===== config.mk =====
export PLATFORM = sky130hd
export DESIGN_NAME = jg3_run_monitor
export DESIGN_NICKNAME = d
export VERILOG_FILES = /design/src/rtl/jg3_pkg.sv /design/src/rtl/jg3_sat_counter.sv /design/src/rtl/jg3_run_monitor.sv
export SDC_FILE = /design/constraint.sdc
export NUM_CORES = 1
export LEC_CHECK = 0
export CAP_MARGIN = 5
export CELL_PAD_IN_SITES_DETAIL_PLACEMENT = 0
export CELL_PAD_IN_SITES_GLOBAL_PLACEMENT = 2
export CORE_ASPECT_RATIO = 1.75
export CORE_MARGIN = 4
export CORE_UTILIZATION = 30
export CTS_BUF_LIST = sky130_fd_sc_hd__clkbuf_8
export CTS_CLUSTER_DIAMETER = 150
export DETAILED_ROUTE_END_ITERATION = 6
export PLACE_DENSITY = 0.89
export SETUP_SLACK_MARGIN = 0.02
export SLEW_MARGIN = 20
export SYNTH_ARGS = -nofsm -noshare
export SYNTH_HDL_FRONTEND = slang
export SYNTH_SLANG_ARGS = --single-unit

===== constraint.sdc =====
create_clock -name clk -period 1.8 [get_ports clk]
set_input_delay 0.36 -clock clk [delete_from_list [all_inputs] [get_ports clk]]
set_output_delay 0.36 -clock clk [all_outputs]
set_load 0.05 [all_outputs]

===== src/rtl/jg3_pkg.sv =====
// Shared types and helpers for the JG3 run monitor: FSM state encoding,
// sample classification of the range-judge X/Y flags.
package jg3_pkg;

  localparam int RUN_W = 8;

  typedef enum logic [1:0] {
    IDLE  = 2'd0,
    RUN   = 2'd1,
    ALARM = 2'd2,
    FAULT = 2'd3
  } jg3_mon_state_t;

  typedef enum logic [1:0] {
    CLS_MID  = 2'd0,
    CLS_HIGH = 2'd1,
    CLS_ZERO = 2'd2,
    CLS_BAD  = 2'd3
  } jg3_sample_class_t;

  // X and Y together cannot come from a healthy JG3, so that pair is BAD
  function automatic jg3_sample_class_t classify(input logic x, input logic y);
    jg3_sample_class_t cls;
    cls = CLS_MID;
    if (x && y)  cls = CLS_BAD;
    else if (x)  cls = CLS_HIGH;
    else if (y)  cls = CLS_ZERO;
    return cls;
  endfunction

endpackage


===== src/rtl/jg3_sat_counter.sv =====
// Saturating up-counter: sticks at all-ones instead of wrapping.
module jg3_sat_counter #(
  parameter int W = 8
) (
  input  logic         clk,
  input  logic         rst_n,
  input  logic         inc,
  input  logic         clr,
  output logic [W-1:0] count
);

  always_ff @(posedge clk or negedge rst_n) begin
    if (!rst_n)
      count <= '0;
    else if (clr)
      count <= '0;
    else if (inc && (count != {W{1'b1}}))
      count <= count + W'(1);
  end

endmodule


===== src/rtl/jg3_run_monitor.sv =====
// Run monitor for JG3 flags: counts consecutive HIGH samples into a latched
// alarm, tracks a sticky zero flag, a saturating HIGH total and BAD faults.
module jg3_run_monitor
  import jg3_pkg::*;
#(
  parameter int HIGH_RUN = 3,
  parameter int CNT_W    = 8
) (
  input  logic             clk,
  input  logic             rst_n,
  input  logic             sample_valid,
  input  logic             x_in,
  input  logic             y_in,
  input  logic             ack,
  output logic             alarm,
  output logic             fault,
  output logic             zero_seen,
  output logic [CNT_W-1:0] high_total,
  output logic [1:0]       state
);

  localparam logic [RUN_W-1:0] RUN_TARGET = RUN_W'(HIGH_RUN);

  jg3_mon_state_t    cur_state, nxt_state;
  jg3_sample_class_t cls;
  logic [RUN_W-1:0]  run, nxt_run, run_inc;
  logic              is_high, is_zero, is_mid, is_bad;

  assign cls     = classify(x_in, y_in);
  assign is_high = sample_valid && (cls == CLS_HIGH);
  assign is_zero = sample_valid && (cls == CLS_ZERO);
  assign is_mid  = sample_valid && (cls == CLS_MID);
  assign is_bad  = sample_valid && (cls == CLS_BAD);
  assign run_inc = run + RUN_W'(1);

  always_ff @(posedge clk or negedge rst_n) begin
    if (!rst_n) begin
      cur_state <= IDLE;
      run       <= '0;
    end else begin
      cur_state <= nxt_state;
      run       <= nxt_run;
    end
  end

  // ack only matters for leaving ALARM/FAULT; in IDLE/RUN samples proceed as usual
  always_comb begin
    nxt_state = cur_state;
    nxt_run   = run;
    if (is_bad) begin
      nxt_state = FAULT;
      nxt_run   = '0;
    end else begin
      case (cur_state)
        IDLE: begin
          if (is_high) begin
            nxt_run   = RUN_W'(1);
            nxt_state = (RUN_TARGET == RUN_W'(1)) ? ALARM : RUN;
          end else if (is_mid || is_zero) begin
            nxt_run = '0;
          end
        end
        RUN: begin
          if (is_high) begin
            nxt_run = run_inc;
            if (run_inc == RUN_TARGET) nxt_state = ALARM;
          end else if (is_mid || is_zero) begin
            nxt_state = IDLE;
            nxt_run   = '0;
          end
        end
        ALARM, FAULT: begin
          if (ack) begin
            nxt_state = IDLE;
            nxt_run   = '0;
          end
        end
        default: begin
          nxt_state = IDLE;
          nxt_run   = '0;
        end
      endcase
    end
  end

  always_comb begin
    alarm = (cur_state == ALARM);
    fault = (cur_state == FAULT);
    state = cur_state;
  end

  // A ZERO sample wins over a simultaneous ack
  always_ff @(posedge clk or negedge rst_n) begin
    if (!rst_n)
      zero_seen <= 1'b0;
    else if (is_zero)
      zero_seen <= 1'b1;
    else if (ack)
      zero_seen <= 1'b0;
  end

  jg3_sat_counter #(.W(CNT_W)) u_high_total (
    .clk   (clk),
    .rst_n (rst_n),
    .inc   (is_high),
    .clr   (1'b0),
    .count (high_total)
  );

endmodule


==> results.py, run 1 <==
metrics = {
    "setup_path": {
        "criticalPathCategory": "register to register",
        "cpMaxStageDelayCell": "dfrtp_2",
        "cp.required_ns": 1.95,
        "crit_chain": "ha_2 -> and3_4 -> a311oi_4 -> and4_4 -> nand3_2 -> xnor2_2",
        "path_max_fanout": 4,
        "cp_slowest_stage_delay_ns": 0.44,
        "end_kind": "register",
        "cp_data_arrival_time_ns": 1.87,
        "cp-start-kind": "register",
    },
    "finish": {
        "area_delta_synth_final_pct": 41.22,
        "postLayoutCellArea_mm2": 0.001539,
        "nFillCells": 370,
        "antennaDiodeCount": 0,
        "drive_gt1_frac": 0.3161,
        "nNetsFinal": 165,
    },
    "floorplanning": {
        "die_y_um": 87.73,
        "core_mm2": 0.003433,
        "initial_core_util": 0.3174,
        "die_x_um": 53.56,
        "die_area_mm2": 0.004699,
        "rows": 28,
        "io_pins": 19,
    },
    "place": {
        "pre_cts_slack_ns": -0.1377,
        "portBuffers": 18,
        "place_congestion": 0.8049,
        "dp_hpwl_um": 2364,
        "place_area_mm2": 0.001468,
    },
    "synthesis": {
        "synth_edf_count": 0,
        "syn_area_per_cell_um2": 9.158,
        "async_reset_ff_frac": 1.000,
        "synth_top_flop_cell": "dfrtp_1",
        "synth_nets": 128,
        "ys_ff_latch": 19,
        "syn_inst": 119,
        "synth_warnings": 0,
        "ys_types": 34,
        "synth.area.top_cells": "dfrtp_1 (44%), xnor2_1 (6.4%), o21ai_0 (5.5%)",
        "netlist_area_mm2": 0.001090,
        "yosysTopAreaCell": "dfrtp_1",
        "ys_seq_area_frac": 0.4363,
        "yosysTopAreaCellShare": 0.4363,
    },
    "cts": {
        "insertion_delay_ns": 0.26,
        "clk_pin_slew_ns": 0.07,
        "cts_max_level": 1,
        "cts_tree": "done",
        "cts-root-buf": "clkbuf_8",
        "clock_path_buffers": 2,
        "cts_buffers": 3,
        "cts_sinks": 19,
    },
    "power": {
        "ir_worst_vdd_mv": 0.7501,
        "power_density_mw_per_mm2": 962.8,
        "leakagePower_nw": 0.6705,
    },
    "drt": {
        "viasPerCell": 5.035,
        "vias": 1007,
        "postRouteAntennaNets": 0,
        "drcViolationCount": 0,
        "avgRoutedWirePerCell_um": 14.40,
        "drtPass1Iterations": 4,
        "dr.first_iter.drc_count": 19,
        "routed_wl_um": 2879,
    },
    "timing": {
        "slew_violations": 0,
        "grt_setup_unrepaired": "no",
        "finalSetupViolations": 0,
        "clock.fmax_ghz": 0.5816,
        "slew_headroom": 0.7113,
        "clock-skew-final_ns": 0.0009294,
        "worst_pin_slew_ns": 0.4331,
        "timing.final.crit_share": 0.9552,
        "setup_slack_ns": 0.08055,
        "final.min_clock_period_ns": 1.719,
        "hold_violations": 0,
        "setup_total_negative_slack_ns": 0,
    },
    "grt": {
        "track_usage": 0.1406,
        "grt_pass1_wl_um": 4747,
        "antenna_found_initial": 0,
        "overflow": 0,
        "grt_max_degree": 20,
        "grt_pass1_vias": 1057,
    },
    "hold_path": {
        "hold_class": "input pin to async pin",
    },
    "run": {
        "cap_violations": 0,
    },
    "outcome": {
        "status": "finished, final reports clean",
    },
}
[synthesized netlist by cell type (3+ instances only)]
cell type and n:
inv_1 7, xnor2_1 8, nand2_1 15, nor2_1 5, o21ai_0 12, xor2_1 3, a21oi_1 10, clkbuf_1 3
nand3_1 6, dfrtp_1 19, ha_1 3
[critical path: cells and delay by family (launching register included)]
family,cells,cell delay (ns)
flops,1,0.44
xor+xnor,1,0.15
simple gates,3,0.56
compound gates,1,0.26
fa+ha+maj,1,0.20
[through the flow]
stage | total power [mW] | instances | hold slack [ns] | utilization
after global routing | 1.555 | 200 | 0.4580 | 0.4483
after floorplan | 0.9133 | 119 | 0.06441 | -
final | 1.482 | 200 | 0.4296 | 0.4483
after global placement | 1.152 | 194 | 0.4782 | 0.4275
after CTS | 1.473 | 198 | 0.4453 | 0.4410
after detailed placement | 1.173 | 194 | 0.4808 | 0.4275
[timing repair]
item / 4_1_cts / 5_1_grt
resized for setup: 0 / 3
hold buffers: 0 / 0
setup endpoints to repair: 0 / 3
hold endpoints to repair: 0 / 0
setup buffers: 0 / 2
[cell families (layout without fill, tap and decap cells)]
family,after synthesis,in the layout,share of synthesized area
mux,1,1,0.01033
fa+ha+maj,3,3,0.03445
compound gates,32,32,0.1849
flops,19,19,0.4363
simple gates,43,43,0.2113
buf+inv,10,46,0.03445
xor+xnor,11,11,0.08841
[layer usage]
| layer | track usage | up-vias | wire length [um] |
|---|---|---|---|
| met4 | 0.05581 | 0 | 49 |
| met2 | 0.2816 | 18 | 1781 |
| li1 | - | 489 | - |
| met5 | 0 | - | 0 |
| met1 | 0.1326 | 495 | 936 |
| met3 | 0.02044 | 5 | 112 |
[report_power, final]
group / switching, mW / internal, mW
registers: 0.0952 / 0.492
logic: 0.359 / 0.230
clock network: 0.151 / 0.154
total: 0.605 / 0.877
[final cells by class]
type / instances / area, um2 / share of cell area
clock buffer: 3 / 41.29 / 0.02683
clock inverter: 1 / 5.005 / 0.003252
inverter: 7 / 26.28 / 0.01707
multi-input combinational: 90 / 605.6 / 0.3935
sequential: 19 / 479.2 / 0.3114
tap: 45 / 56.30 / 0.03659
timing repair buffer: 35 / 325.3 / 0.2114
[sequential cells by signal, indices dropped and copies added, names as in the netlist]
signal and count:
run 8, u_high_total.count 8, state 2, zero_seen 1
[path summary, 6_finish.rpt]
path	from	endpoint	slack, ns	depth (start not counted)
setup / recovery	u_high_total.count[0]$_DFFE_PN0P_	u_high_total.count[5]$_DFFE_PN0P_	0.08	6
hold / removal	rst_n	run[2]$_DFFE_PN0N_	0.43	2
setup reg to reg	u_high_total.count[0]$_DFFE_PN0P_	u_high_total.count[5]$_DFFE_PN0P_	0.08	6
hold reg to reg	u_high_total.count[6]$_DFFE_PN0P_	u_high_total.count[6]$_DFFE_PN0P_	0.50	1
max in group asynchronous	rst_n	u_high_total.count[1]$_DFFE_PN0P_	1.15	2
min in group clk	u_high_total.count[6]$_DFFE_PN0P_	u_high_total.count[6]$_DFFE_PN0P_	0.50	1
[placed cells by master (no fill, tap or decap), drive strengths merged]
cell type / count
or3: 2
buf: 30
and2: 1
a311oi: 1
o22ai: 2
and4b: 1
and3: 2
and3b: 1
xor2: 3
dfrtp: 19
o32ai: 1
nand2: 16
and4: 1
a21boi: 1
o21ai: 13
a21o: 1
nand4: 1
a22o: 1
a21oi: 10
nand3b: 2
nand2b: 2
ha: 3
xnor2: 8
nand3: 6
mux2: 1
nor3: 2
o21a: 1
nor2: 5
clkbuf: 3
inv: 7
o211ai: 1
nor3b: 1
clkdlybuf4s50: 5
clkinv: 1
Power figures use the tool's default switching activity.
==> run 2: changes to the inputs <==
Settings changed: GPL_TIMING_DRIVEN set to 0, SLEW_MARGIN 20 to not set.
==> run 2 against run 1 <==
Compared with the run above: worst hold slack better by 0.073 ns; critical path depth unchanged; sequential share of layout area is 3.2 points higher; fmax grew 0.67%; die area unchanged; wire length down 10%; critical endpoint unchanged.
==> results.py, run 2 (synthesized netlist as in run 1, its figures left out) <==
metrics = {
    "outcome": {
        "status": "finished, final reports clean",
    },
    "cts": {
        "cts_tree": "done",
        "cts_buffers": 3,
        "cts-root-buf": "clkbuf_8",
        "clk_pin_slew_ns": 0.07,
        "cts_max_level": 1,
        "insertion_delay_ns": 0.26,
        "hold_buffers": 0,
        "cts_sinks": 19,
        "clock_path_buffers": 2,
    },
    "drt": {
        "avgRoutedWirePerCell_um": 13.83,
        "routed_wl_um": 2587,
        "postRouteAntennaNets": 0,
        "drcViolationCount": 0,
        "dr.first_iter.drc_count": 10,
        "viasPerCell": 5.016,
        "vias": 938,
        "drtPass1Iterations": 4,
    },
    "setup_path": {
        "criticalPathCategory": "register to register",
        "end_kind": "register",
        "cp-start-kind": "register",
        "path_max_fanout": 4,
        "cp_data_arrival_time_ns": 1.86,
        "cp.required_ns": 1.95,
    },
    "timing": {
        "timing.final.crit_share": 0.9489,
        "clock-skew-final_ns": 0.004551,
        "hold_violations": 0,
        "setup_slack_ns": 0.09197,
        "worst_pin_slew_ns": 0.8647,
        "clock.fmax_ghz": 0.5855,
        "slew_violations": 0,
        "setup_total_negative_slack_ns": 0,
        "slew_headroom": 0.4217,
        "grt_setup_unrepaired": "no",
        "final.min_clock_period_ns": 1.708,
        "finalSetupViolations": 0,
    },
    "grt": {
        "grt_pass1_vias": 980,
        "track_usage": 0.1224,
        "overflow": 0,
        "antenna_found_initial": 0,
        "grt_max_degree": 20,
        "grt_pass1_wl_um": 4305,
    },
    "power": {
        "ir_worst_vdd_mv": 0.5638,
        "power_frac_clock": 0.218,
        "power_density_mw_per_mm2": 981.2,
        "switching_share": 0.4124,
        "comb_power_share": 0.368,
        "p_sw_mw": 0.5665,
        "power_mw": 1.374,
        "intPower_mw": 0.8072,
        "p_seq_frac": 0.414,
        "leakagePower_nw": 0.6196,
    },
    "hold_path": {
        "hold_class": "register to register",
    },
    "floorplanning": {
        "die_y_um": 87.73,
        "core_mm2": 0.003433,
        "die_x_um": 53.56,
        "rows": 28,
        "io_pins": 19,
        "initial_core_util": 0.3174,
        "die_area_mm2": 0.004699,
    },
    "place": {
        "dp_hpwl_um": 2058,
        "place_congestion": 0.8447,
        "pre_cts_slack_ns": -0.4308,
        "portBuffers": 18,
    },
    "finish": {
        "final_util": 0.4078,
        "mostFrequentLayoutCells": "nand2_1 (15), dfrtp_1 (15), o21ai_0 (12)",
        "drive_gt1_frac": 0.1761,
        "regArea_um2": 480.5,
        "antennaDiodeCount": 0,
        "area_delta_synth_final_pct": 28.47,
        "multi_input_area_um2": 598.1,
        "nNetsFinal": 152,
        "nFillCells": 391,
    },
    "run": {
        "cap_violations": 0,
    },
}
run 2: layout make-up:
type                       instances  share of cell area
tap                               45             0.04021
timing repair buffer              20              0.1287
inverter                           7             0.01877
multi-input combinational         90              0.4272
sequential                        19              0.3432
clock inverter                     1            0.003575
buffer                             2            0.008937
clock buffer                       3             0.02949
run 2: layer usage:
metal | global-route usage | part of all wire | up-vias
li1 | - | - | 462
met1 | 0.1281 | 0.38 | 449
met2 | 0.2324 | 0.57 | 23
met3 | 0.02726 | 0.038 | 4
met4 | 0.03488 | 0.011 | 0
met5 | 0 | 0 | -
run 2: final timing paths:
path	start	end	depth (start not counted)	slack (ns)
worst max-delay path	u_high_total.count[0]$_DFFE_PN0P_	u_high_total.count[5]$_DFFE_PN0P_	6	0.09
worst max register to register	u_high_total.count[0]$_DFFE_PN0P_	u_high_total.count[5]$_DFFE_PN0P_	6	0.09
max in group asynchronous	rst_n	u_high_total.count[1]$_DFFE_PN0P_	1	0.62
worst min register to register	u_high_total.count[6]$_DFFE_PN0P_	u_high_total.count[6]$_DFFE_PN0P_	1	0.50
min in group asynchronous	rst_n	run[3]$_DFFE_PN0N_	1	0.59
worst min-delay path	u_high_total.count[6]$_DFFE_PN0P_	u_high_total.count[6]$_DFFE_PN0P_	1	0.50
run 2: power by group through the flow:
stage	combinational, mW	clock, mW	sequential [mW]
6_report	0.505	0.300	0.569
5_1_grt	0.542	0.329	0.581
4_1_cts	0.493	0.306	0.572
3_5_place_dp	0.531	0	0.579
3_3_place_gp	0.526	0	0.578
2_1_floorplan	0.142	0	0.771
run 2: timing repair:
item | 4_1_cts | 5_1_grt
resized for setup | 23 | 7
pin swaps | 1 | 3
gates cloned | 0 | 0
setup buffers | 1 | 1
endpoints found under the setup margin | 14 | 10
run 2: metrics by stage:
| step | instances | instance area, um2 | hold WS (ns) |
|---|---|---|---|
| 2_1_floorplan | 119 | 1112 | 0.06441 |
| 3_3_place_gp | 182 | 1349 | 0.4876 |
| 3_5_place_dp | 182 | 1349 | 0.4958 |
| 4_1_cts | 187 | 1385 | 0.5054 |
| 5_1_grt | 187 | 1400 | 0.5322 |
| 6_report | 187 | 1400 | 0.5021 |
run 2: critical path, stage by stage (launching register included):
cell and delay, ns:
dfrtp_2 0.43, ha_2 0.19, and3_4 0.16, a311oi_4 0.30, and4_4 0.31, nand3_2 0.08, xnor2_1 0.13
